===== config.mk =====
export PLATFORM = sky130hd
export DESIGN_NAME = mem_store
export DESIGN_NICKNAME = d
export VERILOG_FILES = /design/src/rtl/mem_store.sv
export SDC_FILE = /design/constraint.sdc
export NUM_CORES = 1
export LEC_CHECK = 0
export ABC_AREA = 1
export CAP_MARGIN = 20
export CORE_ASPECT_RATIO = 1.5
export CORE_MARGIN = 3
export CORE_UTILIZATION = 44
export CTS_BUF_LIST = sky130_fd_sc_hd__clkbuf_16
export DETAILED_ROUTE_END_ITERATION = 16
export MAX_ROUTING_LAYER = met4
export PLACE_DENSITY_LB_ADDON = 0.15
export SETUP_SLACK_MARGIN = 0.4
export SKIP_LAST_GASP = 1
export SLEW_MARGIN = 20
export SYNTH_ARGS = -nofsm -noshare
export SYNTH_HDL_FRONTEND = slang
export SYNTH_SLANG_ARGS = --single-unit

===== constraint.sdc =====
create_clock -name clk -period 2.7 [get_ports clk]
set_clock_uncertainty 0.05 [all_clocks]
set_input_delay 0.81 -clock clk [delete_from_list [all_inputs] [get_ports clk]]
set_output_delay 0.81 -clock clk [all_outputs]
set_load 0.01 [all_outputs]

===== src/rtl/mem_store.sv =====
// RV32I store unit for a two-port byte-wide memory: SB/SH are written in one
// beat, SW is split into two beats while the pipeline is held on stall.
module mem_store #(
    parameter int ADDR_W = 32
) (
    input  logic              clk,
    input  logic              rst_n,
    input  logic [2:0]        funct3,
    input  logic              write_en,
    input  logic [ADDR_W-1:0] write_addr,
    input  logic [31:0]       write_data,
    input  logic              mem_ready,
    output logic              stall,
    output logic              p1_write_en,
    output logic              p2_write_en,
    output logic [ADDR_W-1:0] p1_addr,
    output logic [ADDR_W-1:0] p2_addr,
    output logic [7:0]        p1_data,
    output logic [7:0]        p2_data,
    output logic              done,
    output logic              err,
    output logic [1:0]        dbg_state
);

    localparam logic [2:0] F3_SB = 3'b000;
    localparam logic [2:0] F3_SH = 3'b001;
    localparam logic [2:0] F3_SW = 3'b010;

    typedef enum logic [1:0] {
        IDLE  = 2'd0,
        BEAT0 = 2'd1,
        BEAT1 = 2'd2
    } state_t;

    // Handshake: a beat is written in every cycle the matching port enable is
    // high and mem_ready is high; until then the port outputs stay frozen.
    // Upstream holds its request while stall is high; write_en is only looked
    // at in IDLE.

    state_t            state_q, state_d;
    logic [2:0]        f3_q;
    logic [ADDR_W-1:0] addr_q;
    logic [15:0]       hi_bytes_q;    // {D[31:24], D[15:8]} kept for beat 1
    logic              p1_we_q, p2_we_q;
    logic [ADDR_W-1:0] p1_addr_q, p2_addr_q;
    logic [7:0]        p1_data_q, p2_data_q;
    logic              done_q, err_q;

    logic legal_f3;
    logic accept;
    logic reject;
    logic advance;
    logic last_fire;

    assign legal_f3 = (funct3 == F3_SB) || (funct3 == F3_SH) || (funct3 == F3_SW);

    always_comb begin
        state_d   = state_q;
        stall     = 1'b0;
        accept    = 1'b0;
        reject    = 1'b0;
        advance   = 1'b0;
        last_fire = 1'b0;
        case (state_q)
            IDLE: begin
                if (write_en) begin
                    if (legal_f3) begin
                        accept  = 1'b1;
                        stall   = 1'b1;
                        state_d = BEAT0;
                    end else begin
                        reject = 1'b1;
                    end
                end
            end
            BEAT0: begin
                stall = 1'b1;
                if (mem_ready) begin
                    if (f3_q == F3_SW) begin
                        advance = 1'b1;
                        state_d = BEAT1;
                    end else begin
                        // Final beat of a byte/halfword store releases the pipe now.
                        last_fire = 1'b1;
                        stall     = 1'b0;
                        state_d   = IDLE;
                    end
                end
            end
            BEAT1: begin
                stall = 1'b1;
                if (mem_ready) begin
                    last_fire = 1'b1;
                    stall     = 1'b0;
                    state_d   = IDLE;
                end
            end
            default: state_d = IDLE;
        endcase
    end

    always_ff @(posedge clk or negedge rst_n) begin
        if (!rst_n) begin
            state_q <= IDLE;
        end else begin
            state_q <= state_d;
        end
    end

    always_ff @(posedge clk or negedge rst_n) begin
        if (!rst_n) begin
            f3_q       <= '0;
            addr_q     <= '0;
            hi_bytes_q <= '0;
            p1_we_q    <= 1'b0;
            p2_we_q    <= 1'b0;
            p1_addr_q  <= '0;
            p2_addr_q  <= '0;
            p1_data_q  <= '0;
            p2_data_q  <= '0;
            done_q     <= 1'b0;
            err_q      <= 1'b0;
        end else begin
            done_q <= last_fire;
            err_q  <= reject;
            if (accept) begin
                f3_q       <= funct3;
                addr_q     <= write_addr;
                hi_bytes_q <= {write_data[31:24], write_data[15:8]};
                p1_we_q    <= 1'b1;
                p2_we_q    <= (funct3 != F3_SB);
                p1_addr_q  <= write_addr;
                p1_data_q  <= write_data[7:0];
                if (funct3 == F3_SH) begin
                    p2_addr_q <= write_addr + ADDR_W'(1);
                    p2_data_q <= write_data[15:8];
                end else if (funct3 == F3_SW) begin
                    p2_addr_q <= write_addr + ADDR_W'(2);
                    p2_data_q <= write_data[23:16];
                end
            end else if (advance) begin
                // Second word beat: the odd bytes, addresses wrap naturally.
                p1_addr_q <= addr_q + ADDR_W'(1);
                p1_data_q <= hi_bytes_q[7:0];
                p2_addr_q <= addr_q + ADDR_W'(3);
                p2_data_q <= hi_bytes_q[15:8];
            end else if (last_fire) begin
                p1_we_q <= 1'b0;
                p2_we_q <= 1'b0;
            end
        end
    end

    assign p1_write_en = p1_we_q;
    assign p2_write_en = p2_we_q;
    assign p1_addr     = p1_addr_q;
    assign p2_addr     = p2_addr_q;
    assign p1_data     = p1_data_q;
    assign p2_data     = p2_data_q;
    assign done        = done_q;
    assign err         = err_q;
    assign dbg_state   = state_q;

endmodule

=== Word-level counts from Yosys, hierarchy flattened ===
Index checks and enable logic that the tools add are counted.

* Add/sub/neg operators: 4
* Eq/ne operators: 11
* Muxes and demuxes: 38
* Reduce and logical (&&, ||, !) cells: 10

{| class="wikitable"
|+ Operators with widths
! kind !! count
|-
| $mux W32 || 6
|-
| $add A32 B1 Y32 const B || 2
|-
| $add A32 B2 Y32 const B || 2
|-
| $mux W8 || 6
|-
| $mux W1 || 18
|-
| $mux W2 || 5
|-
| $ne A2 B2 Y1 const B || 5
|-
| $eq A3 B2 Y1 const B || 2
|-
| $pmux W2 S3 || 1
|-
| $reduce_and A2 Y1 || 2
|-
| $reduce_and A4 Y1 || 1
|-
| $reduce_bool A2 Y1 || 2
|-
| $eq A3 B1 Y1 const B || 1
|-
| $logic_not A3 Y1 || 1
|-
| $ne A3 B1 Y1 const B || 1
|-
| $pmux W1 S3 || 1
|-
| $reduce_bool A3 Y1 || 1
|-
| $eq A2 B1 Y1 const B || 1
|-
| $eq A2 B2 Y1 const B || 1
|-
| $logic_not A2 Y1 || 1
|-
| $logic_or A1 B1 Y1 || 2
|-
| $pmux W1 S2 || 1
|}

* Register bits after elaboration: 137
* Input bits: 71
* Output and inout port bits: 87
* Word-level logic and storage cells: 75

=== Depth between registers and ports, before layout ===
Gate-level depths: netlist (run 1).

* Word-level depth: 8
* Depth in mapped cells: 12

=== Worst setup path after synthesis (run 1) ===
No wires, ideal clock.

* Kind: input to output
* From: input port funct3[0]
* To: output port stall
* Arrival: 1662 ps
* Data required time: 1840 ps
* Path slack: 178 ps
* Stages on the path: 5
* Path through: a21oi_2 nand3_2 clkbuf_1 a31o_2 inv_1

* Cells in the longest elaborated chain, start to end: 6

{| class="wikitable"
|+ RTL lines
! element !! line !! source
|-
| start, declared || 8 || <nowiki>input logic [2:0] funct3,</nowiki>
|-
| $eq A3 B1 Y1 or $logic_not A3 Y1 (tied branches) || 55 || <nowiki>assign legal_f3 = (funct3 == F3_SB) || (funct3 == F3_SH) || (funct3 == F3_SW);</nowiki>
|-
| $logic_or A1 B1 Y1 || 55 ||
|-
| $logic_or A1 B1 Y1 (*) || 55 ||
|-
| $mux W1 (*) || 67 || <nowiki>if (legal_f3) begin</nowiki>
|-
| $mux W1 (*) || 66 || <nowiki>if (write_en) begin</nowiki>
|-
| $pmux W1 S3 (*) || 64 || <nowiki>case (state_q)</nowiki>
|-
| end, declared || 13 || <nowiki>output logic stall,</nowiki>
|}

Every way passes the cells marked *; elsewhere a longest branch is shown, timed or not.

=== Final worst setup path (run 1) ===
* From: register state_q[0] (netlist: dbg_state[0])
* To: output port stall

* Cells in the longest elaborated chain, start to end: 2

{| class="wikitable"
|+ RTL lines
! element !! line !! source
|-
| start, declared || 40 || <nowiki>state_t state_q, state_d;</nowiki>
|-
| start signal, assigned || 106 || <nowiki>state_q <= state_d;</nowiki>
|-
| $eq A2 B2 Y1, or another cell as far along || 64 ||
|-
| $pmux W1 S3 (*) || 64 ||
|}

Marks and branches as above.

==> impl_metrics.env, run 1 <==
export IMPL_syn_to_final_growth_pct=44.6
export IMPL_cts_made_buffers=17
export IMPL_final_util_pct=65.3
export IMPL_die_w_um=117
export IMPL_layout_drive_gt1_share_pct=16.5
export IMPL_stdcell_count=1654
export IMPL_synth_warnings=0
export IMPL_r2r_start="addr_q[0]$_DFFE_PN0P_"
export IMPL_wl_um=30200
export IMPL_tritoncts="done"
export IMPL_die_area_mm2=0.0202
export IMPL_path_clk_slew_ns=0.06
export IMPL_cp_depth=7
export IMPL_path_class="register to primary output"
export IMPL_ys_ff_latch=137
export IMPL_r2r_end="p2_addr[30]$_DFFE_PN0P_"
export IMPL_rsz0062_at_grt="true"
export IMPL_seq_power_share_pct=33.2
export IMPL_cp_max_fo=3
export IMPL_finalHoldViolations=0
export IMPL_root_buffer="clkbuf_16"
export IMPL_syn_area_per_cell_um2=7.11
export IMPL_drt_wirelength_per_cell_um=18.2
export IMPL_rows=60
export IMPL_num_io_pins=158
export IMPL_ys_types=39
export IMPL_slowest_stage="dfrtp_1"
export IMPL_p_leak_uw=0.00540
export IMPL_num_antenna_cells=0
export IMPL_max_slew_worst_pin_slew_ns=0.532
export IMPL_vias=8690
export IMPL_cts_buffer_depth=2
export IMPL_drt_iter0_markers=649
export IMPL_worstPathArrival_ns=1.72
export IMPL_reg2reg_depth=10
export IMPL_pwr_share_clk_pct=22.6
export IMPL_outcome="finished clean"
export IMPL_path_buf_inv=3
export IMPL_fmax_mhz=388
export IMPL_crit_top_cell="inv_2"
export IMPL_ant_nets=0
export IMPL_initial_core_util_pct=45.2
export IMPL_p_comb_share_pct=44.2
export IMPL_dpl_cell_count=1617
export IMPL_grt_util_all_layers_pct=31.0
export IMPL_power_uw=11400
export IMPL_endpoint="stall"
export IMPL_antenna_found_initial=0
export IMPL_power_per_cell_area_mw_per_mm2=966
export IMPL_synthCells=1146
export IMPL_post_route_period_util_pct=95.5
export IMPL_end_kind="primary output"
export IMPL_p_switching_uw=4280
export IMPL_drtPass1Iterations=5
export IMPL_grt_pass1_wl_um=46400
export IMPL_grt_max_degree=47
export IMPL_netlist_area_mm2=0.00814
export IMPL_globalplace_congestion=0.966
export IMPL_p_sw_share_pct=37.6
export IMPL_fin_ws_ns=0.121
export IMPL_grt_overflow=0
export IMPL_fill_cells=1637
export IMPL_die_y_um=173
export IMPL_dp_hpwl_um=23700
export IMPL_worstPathRequired_ns=1.84
export IMPL_crit_start="dbg_state[0]$_DFFE_PN0P_"
export IMPL_drc=0
export IMPL_r2r_slack_ns=0.52
export IMPL_max_stage_delay_ns=0.42
export IMPL_min_path_type="input port to asynchronous set/reset pin"
export IMPL_syn_nets=1226
export IMPL_crit_family="flip-flops"
export IMPL_maxCapViolCount=0
export IMPL_via_per_inst=5.25
export IMPL_grt_pass1_vias=8769
export IMPL_ir_drop_uv=562
export IMPL_maxSlewHeadroom_pct=64.4
export IMPL_startpoint_type="register"
export IMPL_pre_cts_slack_ns=-0.489
export IMPL_drv_slew=0
export IMPL_portBuffers=157
export IMPL_period_needed_ns=2.58
export IMPL_ys_seq_area_share_pct=42.1
export IMPL_htree_num_levels=4
export IMPL_setup_viol=0
export IMPL_coreArea_mm2=0.0180
export IMPL_insertion_delay_ns=0.43
export IMPL_intPower_uw=7090
export IMPL_crit_chain="inv_2, ha_4, nor2_2, or2_4, a31o_4, inv_2, buf_6"
export IMPL_final_nets=1505
export IMPL_numClockSinks=137
power by group through the flow:
stage          Sequential, µW  Clock [µW]  Combinational, µW
2_1_floorplan            3910           0               2190
3_3_place_gp             3770           0               4780
4_1_cts                  3770        2590               4970
5_1_grt                  3890        2690               5540
6_report                 3770        2570               5020
3_5_place_dp             3780           0               4870
synth_stat cells:
master,n,area [µm²]
xnor2_1,6,52.6
and2_1,1,6.26
clkinv_1,1,3.75
inv_1,112,420
o211ai_1,22,165
ha_1,9,113
nor3_2,4,40.0
a31oi_1,26,163
o2bb2ai_1,1,8.76
a21oi_2,2,17.5
buf_6,3,33.8
o211ai_2,1,12.5
o21ai_0,73,365
nor2_1,172,646
or2_0,1,6.26
a21o_1,2,15.0
or2_2,3,18.8
nand2_2,7,43.8
nor2_2,9,56.3
clkbuf_1,9,33.8
a31o_2,1,8.76
nand3_1,78,390
dfrtp_1,137,3430
nor2_4,4,45.0
xor2_1,23,201
nand3_2,4,40.0
nand2_1,326,1220
o21ai_1,9,45.0
buf_4,2,15.0
o21bai_1,4,30.0
o22ai_1,1,6.26
nand2_4,1,11.3
nand4_1,14,87.6
buf_2,22,110
buf_1,1,3.75
nor3_1,10,50.1
a21oi_1,41,205
o311ai_0,1,8.76
inv_2,3,11.3
timing repair:
item,4_1_cts,5_1_grt
pin swaps,4,5
hold endpoints to repair,0,0
hold buffers,0,0
gates resized for setup,42,35
endpoints found under the setup margin,111,45
buffers inserted,3,1
cloned,1,1
cells by family (layout without fill, tap and decap cells):
kind of cell               after synthesis  in the layout  synth area share, %
adders and majority gates                9              9                 1.38
buffers and inverters                  153            444                 7.76
AOI/OAI and AO/OA                      184            184                 12.9
xor gates and xnor gates                29             29                 3.12
and+or+nand+nor                        634            634                 32.7
DFF                                    137            137                 42.1
registers in the layout, indices dropped and copies added (netlist names):
register,flops
p1_write_en,1
err,1
done,1
p2_data,8
p2_addr,32
p1_addr,32
p2_write_en,1
dbg_state,2
p1_data,8
addr_q,32
f3_q,3
hi_bytes_q,16
how the worst min path moves through the flow:
stage / startpoint / endpoint / cells after the start
2_1_floorplan: hi_bytes_q[10]$_DFFE_PN0P_ / hi_bytes_q[10]$_DFFE_PN0P_ / 2
3_3_place_gp: hi_bytes_q[8]$_DFFE_PN0P_ / hi_bytes_q[8]$_DFFE_PN0P_ / 2
3_5_place_dp: hi_bytes_q[11]$_DFFE_PN0P_ / hi_bytes_q[11]$_DFFE_PN0P_ / 2
4_1_cts: rst_n / p1_addr[26]$_DFFE_PN0P_ / 1
5_1_grt: rst_n / addr_q[27]$_DFFE_PN0P_ / 1
6_report: rst_n / p1_addr[23]$_DFFE_PN0P_ / 1
routing by layer:
metal | part of all wire, % | vias to the layer above | GRT usage (%) | wire length, µm
met5 | 0 | - | - | 0
met2 | 50 | 324 | 50.5 | 15100
met3 | 5.3 | 77 | 5.36 | 1610
met4 | 5.4 | 0 | 16.3 | 1620
met1 | 39 | 4020 | 36.0 | 11800
li1 | - | 4269 | - | -
layout by cell type (no fill, tap or decap), drive strengths merged:
cell           instances
a21o                   2
a21oi                 43
a31o                   1
a31oi                 26
and2                   1
buf                  141
bufinv                 5
clkbuf                18
clkdlybuf4s15          1
clkdlybuf4s50        136
clkinv                 4
clkinvlp               2
dfrtp                137
dlygate4sd2           10
dlymetal6s2s           8
ha                     9
inv                  119
nand2                334
nand3                 82
nand4                 14
nor2                 185
nor3                  14
o211ai                23
o21ai                 82
o21bai                 4
o22ai                  1
o2bb2ai                1
o311ai                 1
or2                    4
xnor2                  6
xor2                  23
layout make-up:
| type | instances | area [µm²] | area share [%] |
|---|---|---|---|
| Clock buffer | 17 | 425 | 3.61 |
| Multi-Input combinational cell | 856 | 4210 | 35.8 |
| Tap cell | 217 | 272 | 2.31 |
| Clock inverter | 14 | 205 | 1.74 |
| Sequential cell | 137 | 3430 | 29.1 |
| Timing Repair Buffer | 297 | 2780 | 23.6 |
| Inverter | 116 | 447 | 3.79 |
metrics by stage:
step                      TNS, ns  area [µm²]  hold slack (ns)
after global routing            0       11800            0.283
after detailed placement   -19.75       10900            0.413
final                           0       11800            0.261
after global placement     -16.66       10900            0.407
after CTS                       0       11600            0.280
after floorplan                 0        8170            0.393
worst register-to-register path, cell delays in order, from the launching register on:
cell	delay [ns]
dfrtp_2	0.43
inv_1	0.10
ha_1	0.26
nor2_4	0.24
nand2_2	0.14
nor2_1	0.35
nand2_1	0.10
nand2_1	0.07
nand2_1	0.06
a21oi_1	0.16
a21oi_1	0.11
(Power assumes the default switching activity.)
==> inputs of run 2 (changes only) <==
- SKIP_CTS_REPAIR_TIMING: unset -> 1
==> run 2 against run 1 <==
Net effect: first-iteration DRC count decreased by 1.2%; critical path depth is the same; sequential share of layout area decreased by 0.18 points; wire length increased by 0.21%; final cell count is the same.
==> impl_metrics.env, run 2 (synthesis results as in run 1) <==
export IMPL_r2r_end="p2_addr[21]$_DFFE_PN0P_"
export IMPL_period_needed_ns=2.62
export IMPL_drt_iter0_markers=641
export IMPL_die_w_um=117
export IMPL_ir_drop_uv=571
export IMPL_endpoint="stall"
export IMPL_drv_slew=0
export IMPL_end_kind="primary output"
export IMPL_max_slew_worst_pin_slew_ns=0.534
export IMPL_grt_max_degree=47
export IMPL_cp_max_fo=3
export IMPL_syn_to_final_growth_pct=45.5
export IMPL_hold_slack_ns=0.261
export IMPL_drtPass1Iterations=5
export IMPL_min_path_type="input port to asynchronous set/reset pin"
export IMPL_tritoncts="done"
export IMPL_num_antenna_cells=0
export IMPL_post_route_period_util_pct=97.0
export IMPL_maxCapViolCount=0
export IMPL_worstPathArrival_ns=1.76
export IMPL_grt_util_all_layers_pct=30.7
export IMPL_portBuffers=157
export IMPL_initial_core_util_pct=45.2
export IMPL_r2r_start="dbg_state[0]$_DFFE_PN0P_"
export IMPL_outcome="finished clean"
export IMPL_fmax_mhz=382
export IMPL_antenna_found_initial=0
export IMPL_grt_pass1_vias=8684
export IMPL_crit_start="dbg_state[0]$_DFFE_PN0P_"
export IMPL_final_cell_mix="321 x nand2_1, 158 x nor2_1, 136 x dfrtp_1, 136 x clkdlybuf4s50_1, 126 x buf_4"
export IMPL_num_io_pins=158
export IMPL_root_buffer="clkbuf_16"
export IMPL_r2r_slack_ns=0.45
export IMPL_setup_viol=0
export IMPL_insertion_delay_ns=0.43
export IMPL_stdcell_count=1654
export IMPL_htree_num_levels=4
export IMPL_drc=0
export IMPL_numClockSinks=137
export IMPL_die_y_um=173
export IMPL_path_class="register to primary output"
export IMPL_power_per_cell_area_mw_per_mm2=964
export IMPL_final_nets=1505
export IMPL_finalHoldViolations=0
export IMPL_vias=8723
export IMPL_final_common_cell="nand2_1"
export IMPL_rsz0062_at_grt="true"
export IMPL_coreArea_mm2=0.0180
export IMPL_worstPathRequired_ns=1.84
export IMPL_reg2reg_depth=13
export IMPL_maxSlewHeadroom_pct=64.3
export IMPL_dp_hpwl_um=23700
export IMPL_cts_made_buffers=17
export IMPL_grt_pass1_wl_um=45900
export IMPL_die_area_mm2=0.0202
export IMPL_layout_drive_gt1_share_pct=16.8
export IMPL_via_per_inst=5.27
export IMPL_cts_buffer_depth=2
export IMPL_grt_overflow=0
export IMPL_wl_um=30200
export IMPL_ant_nets=0
export IMPL_path_clk_slew_ns=0.07
export IMPL_globalplace_congestion=0.966
export IMPL_drt_wirelength_per_cell_um=18.3
export IMPL_p_leak_uw=0.00551
export IMPL_rows=60
export IMPL_dpl_cell_count=1617
export IMPL_startpoint_type="register"
==> run 2: layout make-up <==
type,count,area (µm²)
clock buffer,17,425
clock inverter,14,205
fill,1624,6170
inverter,116,438
multi-input combinational,856,4260
sequential,137,3430
tap,217,272
timing repair buffer,297,2820
==> run 2: power by group <==
group	internal, µW	switching, µW	total [µW]
sequential	3040	746	3780
clock	1630	951	2580
combinational	2450	2610	5060
total	7120	4300	11400
==> run 2: per-layer routing <==
metal	GRT usage, %	routed length (µm)	up-vias
li1	-	-	4271
met1	35.7	11800	4063
met2	50.9	15300	317
met3	5.39	1630	72
met4	14.1	1460	0
met5	-	0	-
==> run 2: critical path: stages, from the launching register on <==
cell and delay [ns]:
dfrtp_1 0.45, inv_2 0.12, ha_4 0.16, nor2_4 0.04, or2_4 0.22, a31o_4 0.22, inv_2 0.05, buf_6 0.09
==> run 2: metrics by stage <==
step                TNS [ns]  setup WS [ns]  total power (µW)  util, %  cell area, µm²
detailed placement    -19.75         -0.489              8640     60.5           10900
global placement      -16.66         -0.487              8550     60.5           10900
finish                     0         0.0810             11400     65.7           11800
floorplan                  0          0.297              6110        -            8170
global route               0         0.0495             12200     65.7           11800
CTS                   -0.494         -0.494             11200     64.0           11500
==> run 2: how the worst min path moves through the flow <==
stage,start,slack [ns],depth (start not counted),to
floorplan,hi_bytes_q[10]$_DFFE_PN0P_,0.39,2,hi_bytes_q[10]$_DFFE_PN0P_
global placement,hi_bytes_q[8]$_DFFE_PN0P_,0.41,2,hi_bytes_q[8]$_DFFE_PN0P_
detailed placement,hi_bytes_q[11]$_DFFE_PN0P_,0.41,2,hi_bytes_q[11]$_DFFE_PN0P_
CTS,rst_n,0.28,1,p1_addr[26]$_DFFE_PN0P_
global route,rst_n,0.28,1,addr_q[27]$_DFFE_PN0P_
finish,rst_n,0.26,1,p1_addr[26]$_DFFE_PN0P_
==> inputs of run 3 (changes only) <==
- ABC_AREA: 1 -> 0
==> run 3 against run 2 <==
Net effect: clock-buffer cell count is the same; sequential power rose by 5%; combinational power down 4.9%; largest power group unchanged; highest routed layer unchanged.
==> impl_metrics.env, run 3 <==
export IMPL_cts_made_buffers=17
export IMPL_setup_viol=0
export IMPL_multiInputGateArea_mm2=0.00416
export IMPL_fin_ws_ns=0.219
export IMPL_intPower_uw=6980
export IMPL_initial_core_util_pct=45.6
export IMPL_synth_mux_area_share_pct=1.98
export IMPL_vias=7297
export IMPL_grt_use_met2_pct=42.5
export IMPL_fill_cells=1458
export IMPL_p_leak_uw=0.00494
export IMPL_crit_start="dbg_state[1]$_DFFE_PN0P_"
export IMPL_ir_drop_uv=696
export IMPL_grt_busiest_layer="met2"
export IMPL_power_per_cell_area_mw_per_mm2=1020
export IMPL_netlist_area_mm2=0.00778
export IMPL_syn_nets=993
export IMPL_crit_chain="inv_2, ha_4, nand3b_1, a21oi_4, nor2_4, nor2_4, buf_6"
export IMPL_synth_compound_area_share_pct=11.9
export IMPL_drv_slew=0
export IMPL_final_util_pct=64.6
export IMPL_htree_num_levels=4
export IMPL_grt_max_degree=57
export IMPL_r2r_start="dbg_state[1]$_DFFE_PN0P_"
export IMPL_path_buf_inv=2
export IMPL_seqCellArea_mm2=0.00343
export IMPL_grt_overflow=0
export IMPL_hold_slack_ns=0.239
export IMPL_crit_top_cell="nor2_4"
export IMPL_die_w_um=115
export IMPL_post_synth_top_count_cell="nand2_1"
export IMPL_worstPathArrival_ns=1.62
export IMPL_drt_iter0_markers=466
export IMPL_synth_warnings=0
export IMPL_period_needed_ns=2.48
export IMPL_final_nets=1206
export IMPL_rows=58
export IMPL_maxSlewHeadroom_pct=55.4
export IMPL_crit_family="flip-flops"
export IMPL_synth_flop_cell="dfrtp_1"
export IMPL_cp_max_fo=3
export IMPL_max_slew_worst_pin_slew_ns=0.667
export IMPL_grt_util_all_layers_pct=26.0
export IMPL_synthXorXnorAreaFrac_pct=9.68
export IMPL_yosys_area_top_type="dfrtp_1"
export IMPL_die_area_mm2=0.0193
export IMPL_min_path_type="input port to asynchronous set/reset pin"
export IMPL_layout_drive_gt1_share_pct=16.8
export IMPL_antenna_found_initial=0
export IMPL_synth_top_cell_area_share_pct=44.1
export IMPL_num_io_pins=158
export IMPL_coreArea_mm2=0.0171
export IMPL_async_reset_ff_share_pct=100
export IMPL_portBuffers=157
export IMPL_netlist_top_cells_count="244 x nand2_1, 137 x dfrtp_1, 73 x nor2_1"
export IMPL_end_kind="primary output"
export IMPL_tritoncts="done"
export IMPL_pre_cts_slack_ns=-0.490
export IMPL_p_sw_share_pct=37.5
export IMPL_ys_types=58
export IMPL_wl_um=24200
export IMPL_die_y_um=169
export IMPL_r2r_end="p1_addr[20]$_DFFE_PN0P_"
export IMPL_use_met1_pct=32.4
export IMPL_path_class="register to primary output"
export IMPL_maxCapViolCount=0
export IMPL_p_switching_uw=4190
export IMPL_cp_depth=7
export IMPL_met3_usage_pct=4.33
export IMPL_dp_hpwl_um=17900
export IMPL_ys_seq_area_share_pct=44.1
export IMPL_outcome="finished clean"
export IMPL_ant_nets=0
export IMPL_fmax_mhz=403
export IMPL_root_buffer="clkbuf_16"
export IMPL_startpoint_type="register"
export IMPL_final_common_cell="nand2_1"
export IMPL_ys_ff_latch=137
export IMPL_post_route_period_util_pct=91.9
export IMPL_via_per_inst=5.41
export IMPL_synth_area_leaders="dfrtp_1 44%, nand2_1 12%, xnor2_1 7.1%"
export IMPL_reg2reg_depth=8
export IMPL_pwr_share_clk_pct=21.5
export IMPL_synth_top_family_by_area="simple AND/OR/NAND/NOR gates"
export IMPL_power_uw=11200
export IMPL_synthCells=913
export IMPL_syn_area_per_cell_um2=8.52
export IMPL_p_comb_share_pct=43.0
export IMPL_drtPass1Iterations=6
export IMPL_drt_wirelength_per_cell_um=17.9
export IMPL_globalplace_congestion=0.954
export IMPL_drc=0
export IMPL_syn_to_final_growth_pct=41.5
export IMPL_cts_buffer_depth=2
export IMPL_worstPathRequired_ns=1.84
export IMPL_insertion_delay_ns=0.42
export IMPL_yosys_area_share_simple_pct=26.5
export IMPL_synth_edf_count=0
export IMPL_r2r_slack_ns=0.39
export IMPL_grt_pass1_vias=7238
export IMPL_path_clk_slew_ns=0.06
export IMPL_finalHoldViolations=0
export IMPL_num_antenna_cells=0
export IMPL_synthAdderAreaFrac_pct=1.45
export IMPL_rsz0062_at_grt="true"
export IMPL_slowest_stage="dfrtp_1"
export IMPL_max_stage_delay_ns=0.39
export IMPL_seq_power_share_pct=35.4
export IMPL_grt_pass1_wl_um=38400
export IMPL_final_cell_mix="243 x nand2_1, 134 x dfrtp_1, 131 x clkdlybuf4s50_1"
export IMPL_numClockSinks=137
export IMPL_endpoint="stall"
run 3: cell count changes in the layout (fill, tap and decap cells not counted), sizes merged, moves of 9 or more:
cell and change:
nand4 +14, nor2 -112, nand3 -56, mux2i +13
buf -37, xnor2 +57, o21a +9, nor4 +9
a31oi -18, inv -104, nand2 -88, o211ai -21
run 3: how the worst min path moves through the flow:
| stage | slack [ns] | endpoint | from | cells after the start |
|---|---|---|---|---|
| floorplan | 0.38 | hi_bytes_q[10]$_DFFE_PN0P_ | hi_bytes_q[10]$_DFFE_PN0P_ | 2 |
| global placement | 0.39 | hi_bytes_q[8]$_DFFE_PN0P_ | hi_bytes_q[8]$_DFFE_PN0P_ | 2 |
| detailed placement | 0.41 | hi_bytes_q[8]$_DFFE_PN0P_ | hi_bytes_q[8]$_DFFE_PN0P_ | 2 |
| CTS | 0.25 | p1_addr[12]$_DFFE_PN0P_ | rst_n | 1 |
| global route | 0.26 | p1_addr[12]$_DFFE_PN0P_ | rst_n | 1 |
| finish | 0.24 | p1_addr[12]$_DFFE_PN0P_ | rst_n | 1 |
run 3: kinds of logic (layout without fill, tap and decap cells):
kind of cell	count (synthesis)	after routing
and+or+nand+nor	430	430
AOI/OAI and AO/OA	161	161
DFF	137	137
xor gates and xnor gates	86	86
buffers and inverters	76	301
muxes	14	14
adders and majority gates	9	9
run 3: final cells by class:
type / instances / area share [%]
flip-flops and latches: 137 / 31.2
clock buffers: 17 / 3.86
well taps: 210 / 2.39
multi-input cells: 700 / 37.8
repair buffers: 259 / 22.9
inverters: 11 / 0.375
clock inverters: 14 / 1.56
run 3: metal layers:
metal / share of wire [%] / wire [µm]
met3: 5.2 / 1270
met4: 2.6 / 636
met2: 51 / 12400
met5: 0 / 0
met1: 41 / 9920
run 3: power groups by stage:
stage | Combinational, µW | Clock, µW | Sequential [µW]
3_5_place_dp | 4700 | 0 | 3970
5_1_grt | 5290 | 2540 | 4100
2_1_floorplan | 2510 | 0 | 3800
6_report | 4810 | 2410 | 3960
4_1_cts | 4730 | 2440 | 3950
3_3_place_gp | 4630 | 0 | 3970
run 3: stage by stage:
step | setup TNS, ns | cell area, µm² | cells
after floorplan | 0 | 7830 | 913
after global placement | -12.93 | 10200 | 1309
after detailed placement | -15.65 | 10200 | 1309
after CTS | -0.506 | 10800 | 1340
after global routing | 0 | 11000 | 1348
final | 0 | 11000 | 1348
